==> src/rtl/vga_timing_gen.sv <==
// rtl/vga_timing_gen.sv - two-axis VGA timing generator with chained h/v counters
// Optional feature macro: VGA_TIMING_RUNTIME_CFG_EN
//   defined   : timing values are runtime-writable through CFG_*; they are committed at frame wrap
//   undefined : timing values are the constant parameters and the CFG_* ports do not exist
// Ports:
//   CLK          system clock, all flops on posedge
//   RESET_N      asynchronous active-low reset
//   CE           pixel-rate enable; every register holds while CE=0
//   HSYNC/VSYNC  sync outputs, active level per H_POL/V_POL
//   DE           active-area flag
//   X/Y          current horizontal/vertical position
//   LINE_START   high while h==0
//   FRAME_START  high while h==0 && v==0
//   CFG_WR/CFG_ADDR/CFG_DATA/CFG_PENDING  (macro only) staging write port and pending flag
module vga_timing_gen #(
    parameter int CNT_W     = 12,
    parameter int H_DISPLAY = 640,
    parameter int H_FRONT   = 16,
    parameter int H_SYNC    = 96,
    parameter int H_BACK    = 48,
    parameter int V_DISPLAY = 480,
    parameter int V_FRONT   = 10,
    parameter int V_SYNC    = 2,
    parameter int V_BACK    = 33,
    parameter int H_POL     = 0,
    parameter int V_POL     = 0
) (
    input  logic             CLK,
    input  logic             RESET_N,
    input  logic             CE,
    output logic             HSYNC,
    output logic             VSYNC,
    output logic             DE,
    output logic [CNT_W-1:0] X,
    output logic [CNT_W-1:0] Y,
    output logic             LINE_START,
    output logic             FRAME_START
`ifdef VGA_TIMING_RUNTIME_CFG_EN
    ,
    input  logic             CFG_WR,
    input  logic [2:0]       CFG_ADDR,
    input  logic [CNT_W-1:0] CFG_DATA,
    output logic             CFG_PENDING
`endif
);

    // Slot order: 0..7 = HD, HF, HS, HB, VD, VF, VS, VB
    typedef logic [7:0][CNT_W-1:0] timing_t;

    localparam timing_t DEF_TIMING = {
        CNT_W'(V_BACK), CNT_W'(V_SYNC), CNT_W'(V_FRONT), CNT_W'(V_DISPLAY),
        CNT_W'(H_BACK), CNT_W'(H_SYNC), CNT_W'(H_FRONT), CNT_W'(H_DISPLAY)
    };

    localparam logic [CNT_W-1:0] H_RST = CNT_W'(H_DISPLAY + H_FRONT + H_SYNC + H_BACK - 1);
    localparam logic [CNT_W-1:0] V_RST = CNT_W'(V_DISPLAY + V_FRONT + V_SYNC + V_BACK - 1);
    localparam logic             HS_ON = (H_POL != 0);
    localparam logic             VS_ON = (V_POL != 0);

    timing_t          act_t;     // timing governing the current frame
    timing_t          nxt_t;     // timing governing the position being entered
    logic [CNT_W-1:0] h, v;
    logic [CNT_W-1:0] h_tot, v_tot;
    logic             h_last, v_last, wrap;
    logic [CNT_W-1:0] h_nx, v_nx;
    logic [CNT_W-1:0] hs_beg, hs_end, vs_beg, vs_end;
    logic             hs_in, vs_in, de_in;

    assign h_tot  = act_t[0] + act_t[1] + act_t[2] + act_t[3];
    assign v_tot  = act_t[4] + act_t[5] + act_t[6] + act_t[7];
    assign h_last = (h == h_tot - CNT_W'(1));
    assign v_last = (v == v_tot - CNT_W'(1));
    assign wrap   = CE && h_last && v_last;

    assign h_nx = h_last ? '0 : h + CNT_W'(1);
    assign v_nx = h_last ? (v_last ? '0 : v + CNT_W'(1)) : v;

`ifdef VGA_TIMING_RUNTIME_CFG_EN
    timing_t stg_t;
    logic    pending;

    // Commit and staging write share an edge: the commit copies the pre-write
    // staging value, and the write lands in staging for the next frame.
    always_ff @(posedge CLK or negedge RESET_N) begin
        if (!RESET_N) begin
            act_t   <= DEF_TIMING;
            stg_t   <= DEF_TIMING;
            pending <= 1'b0;
        end else begin
            if (wrap) begin
                act_t <= stg_t;
            end
            if (CFG_WR) begin
                stg_t[CFG_ADDR] <= CFG_DATA;
                pending         <= 1'b1;
            end else if (wrap) begin
                pending <= 1'b0;
            end
        end
    end

    assign CFG_PENDING = pending;

    // The (0,0) state after a commit is already judged against the new timing.
    always_comb begin
        nxt_t = act_t;
        if (wrap) begin
            nxt_t = stg_t;
        end
    end
`else
    assign act_t = DEF_TIMING;
    assign nxt_t = DEF_TIMING;
`endif

    // Outputs are decoded from the next position so they register on the same
    // edge as h/v and stay a pure function of the current (h,v).
    always_comb begin
        hs_beg = nxt_t[0] + nxt_t[1];
        hs_end = hs_beg + nxt_t[2];
        vs_beg = nxt_t[4] + nxt_t[5];
        vs_end = vs_beg + nxt_t[6];
        hs_in  = (h_nx >= hs_beg) && (h_nx < hs_end);
        vs_in  = (v_nx >= vs_beg) && (v_nx < vs_end);
        de_in  = (h_nx < nxt_t[0]) && (v_nx < nxt_t[4]);
    end

    always_ff @(posedge CLK or negedge RESET_N) begin
        if (!RESET_N) begin
            h           <= H_RST;
            v           <= V_RST;
            HSYNC       <= !HS_ON;
            VSYNC       <= !VS_ON;
            DE          <= 1'b0;
            LINE_START  <= 1'b0;
            FRAME_START <= 1'b0;
        end else if (CE) begin
            h           <= h_nx;
            v           <= v_nx;
            HSYNC       <= hs_in ? HS_ON : !HS_ON;
            VSYNC       <= vs_in ? VS_ON : !VS_ON;
            DE          <= de_in;
            LINE_START  <= (h_nx == '0);
            FRAME_START <= (h_nx == '0) && (v_nx == '0);
        end
    end

    assign X = h;
    assign Y = v;

endmodule

==> config.mk <==
export PLATFORM = sky130hd
export DESIGN_NAME = vga_timing_gen
export DESIGN_NICKNAME = d
export VERILOG_FILES = /design/src/rtl/vga_timing_gen.sv
export SDC_FILE = /design/constraint.sdc
export NUM_CORES = 1
export LEC_CHECK = 0
export BUFFER_PORTS_ARGS = -buffer_cell sky130_fd_sc_hd__buf_2
export CORE_UTILIZATION = 60
export CTS_BUF_LIST = sky130_fd_sc_hd__clkbuf_8
export CTS_CLUSTER_SIZE = 14
export DETAILED_ROUTE_END_ITERATION = 7
export PLACE_DENSITY_LB_ADDON = 0.15
export SYNTH_ARGS = -nofsm -noshare
export SYNTH_HDL_FRONTEND = slang
export SYNTH_SLANG_ARGS = --single-unit
==> constraint.sdc <==
create_clock -name CLK -period 5.3 [get_ports CLK]
set_input_delay 1.06 -clock CLK [delete_from_list [all_inputs] [get_ports CLK]]
set_output_delay 1.06 -clock CLK [all_outputs]
set_load 0.01 [all_outputs]
==> flow_metrics.tcl <==
set metrics [dict create \
    status "complete, no violations" \
    antenna_left 0 \
    p_per_area_mw_per_mm2 283 \
    portBuffers 31 \
    async_flop_share_pct 100 \
    seqPwrFrac_pct 49.0 \
    clock-sinks 29 \
    cp.required_ns 5.51 \
    gr-usage-all-layers_pct 28.6 \
    switching_power_mw 0.218 \
    hold_viol 0 \
    rsz0062_at_grt "no" \
    rows 21 \
    period_share_pct 53.4 \
    worstSetupPathType "reg2reg" \
    worst_pin_slew_ns 0.744 \
    cts_tree "yes" \
    numCtsBuffers 5 \
    first_pass_iters 4 \
    hold_ws_ns 0.486 \
    vias 1869 \
    p_int_mw 0.424 \
    startpoint "X[5]" \
    detail_route.wl_per_cell_um 15.7 \
    cap_violations 0 \
    overflow 0 \
    synth_cell_type_count 59 \
    grt_max_degree 30 \
    die_w_um 61.0 \
    clockPowerShare_pct 28.8 \
    p_comb_share_pct 22.2 \
    swShare_pct 34.0 \
    ys_seq_area_share_pct 35.4 \
    synth_edf_count 0 \
    rrSetupSlack_ns 2.47 \
    rr_startpoint "X[5]" \
    synth_top_area_cell "dfrtp_1" \
    hold_start "HSYNC" \
    route.detailed.drc 0 \
    post_cts_resized 0 \
    drt_iter0_drc 147 \
    p_leak_nw 0.940 \
    synth-seq-cells 29 \
    relSlewSlack_pct 50.0 \
    worstSkewPairLatency_ns 0.28 \
    avgSynthCellArea_um2 8.89 \
    yosys_warnings 0 \
    cp.arrival_ns 3.04 \
    clock_path_buffers 2 \
    routed_via_density 6.19 \
    synth_area_mm2 0.00209 \
    final.setup_skew_ns 0.00514 \
    critPathLaunchType "flip-flop" \
    grt_pass1_wl_um 7580 \
    finalSetupTns_ns 0 \
    clock-root-buffer "clkbuf_8" \
    synth_top_cell_area_share_pct 20.4 \
    ctsHoldBuffers 0 \
    cts_setup_buffers 0 \
    core-area_mm2 0.00334 \
    nets 261 \
    drive_above_1_share_pct 25.0 \
    io_pins 32 \
    synthToLayoutAreaGrowth_pct 8.62 \
    syn_inst 235 \
    synth_area_leaders "dfrtp_1 20%, dfstp_2 15%, nand2_1 3.8%, xnor2_1 3.8%, xor2_1 3.4%" \
    finalMaxSlewViolations 0 \
    diodes 0 \
    max_freq_ghz 0.354 \
    synth.most_common_cell "nand2_1" \
    clkTransAtPathRegs_ns 0.06 \
    gp_congestion 0.877 \
    ys.flop_type "dfrtp_1" \
    ir_worst_vdd_v 0.000297 \
    hp-class "reg2reg" \
    start_util_pct 62.6 \
    antenna_found_initial 0 \
    yosys-top-cells-count "21 x nand2_1, 17 x dfrtp_1, 14 x nor2_1, 13 x o21ai_0" \
    period_needed_ns 2.83 \
    cp_max_fo 14 \
    grt_pass1_vias 1620 \
    synth_fp_nets 241 \
    setup_viol 0 \
    ctsHtreeMaxLevel 2 \
    hpwl_um 3330 \
    die_h_um 61.0 \
    die_area_mm2 0.00372 \
    endpoint_kind "flip-flop" \
    wirelength_um 4750 \
]
-- cell families after synthesis --
family | count (synthesis) | synth area share [%]
DFF | 29 | 35.4
xor gates and xnor gates | 17 | 7.13
buffers and inverters | 26 | 7.30
AOI/OAI and AO/OA | 56 | 18.1
adders and majority gates | 3 | 1.80
muxes | 6 | 2.99
and+or+nand+nor | 98 | 27.2
-- worst max-delay path, cell delays in order (launching register included) --
cell      delay [ns]
dfrtp_1         0.50
or4_4           0.64
or4_4           0.60
nor3_2          0.36
and3b_1         0.22
o211ai_1        0.12
o31a_1          0.31
-- through the flow --
stage          power [mW]  instances  setup WS (ns)  area (um^2)  utilization (%)
2_1_floorplan       0.425        235           2.73         2090                -
3_3_place_gp        0.456        294           2.56         2180             65.3
3_5_place_dp        0.459        294           2.49         2180             65.3
4_1_cts             0.646        302           2.48         2270             68.0
5_1_grt             0.677        302           2.38         2270             68.0
6_report            0.642        302           2.47         2270             68.0
-- final cells by class --
class,count,area (um^2)
clock buffers,6,82.6
clock inverters,2,7.51
fillers,275,1070
inverters,8,30.0
multi-input cells,180,1200
flip-flops and latches,29,741
well taps,46,57.6
repair buffers,31,155
-- cells in the final DEF, fill, tap and decap left out, types with 2 or more instances in the layout --
cell      instances
o211ai_1          2
a31oi_1          10
o21ai_0          13
or2_2             2
nand2_1          21
inv_1            10
and4_1            2
xnor2_1           9
xor2_1            8
and3_1            4
ha_1              3
nand3_1          12
clkbuf_8          6
nand4_1           7
nor3b_1           2
buf_2            31
or4_1             2
or3_1             5
nor3_1            7
and2_1            2
nand3b_1          2
nand2b_1          3
dfstp_2          12
a21oi_1           6
o21ai_1           5
mux2i_1           4
dfrtp_1          17
nor2_1           14
or4_4             2
o31ai_1           7
mux2_2            2
-- layer usage --
layer	GRT usage, %	vias to the layer above	wire, um
met3	5.67	11	289
met5	0	-	0
li1	-	903	-
met1	35.9	876	1980
met2	47.3	79	2350
met4	14.3	0	126
-- path summary, 6_finish.rpt --
kind | endpoint | cells after the start
max | VSYNC | 6
min | HSYNC | 2
max reg2reg | VSYNC | 6
min reg2reg | HSYNC | 2
max in group asynchronous | Y[0] | 1
min in group asynchronous | Y[8] | 1
-- power groups by stage --
stage          logic, mW  clock network (mW)  registers (mW)
2_1_floorplan      0.137                   0           0.288
3_5_place_dp       0.143                   0           0.316
6_report           0.143               0.185           0.315
5_1_grt            0.159               0.198           0.321
4_1_cts            0.144               0.190           0.313
3_3_place_gp       0.141                   0           0.315
-- state kept, by name (all words and copies together) (netlist names) --
register,flops
DE,1
HSYNC,1
FRAME_START,1
VSYNC,1
X,12
LINE_START,1
Y,12
Power figures use the tool's default switching activity.
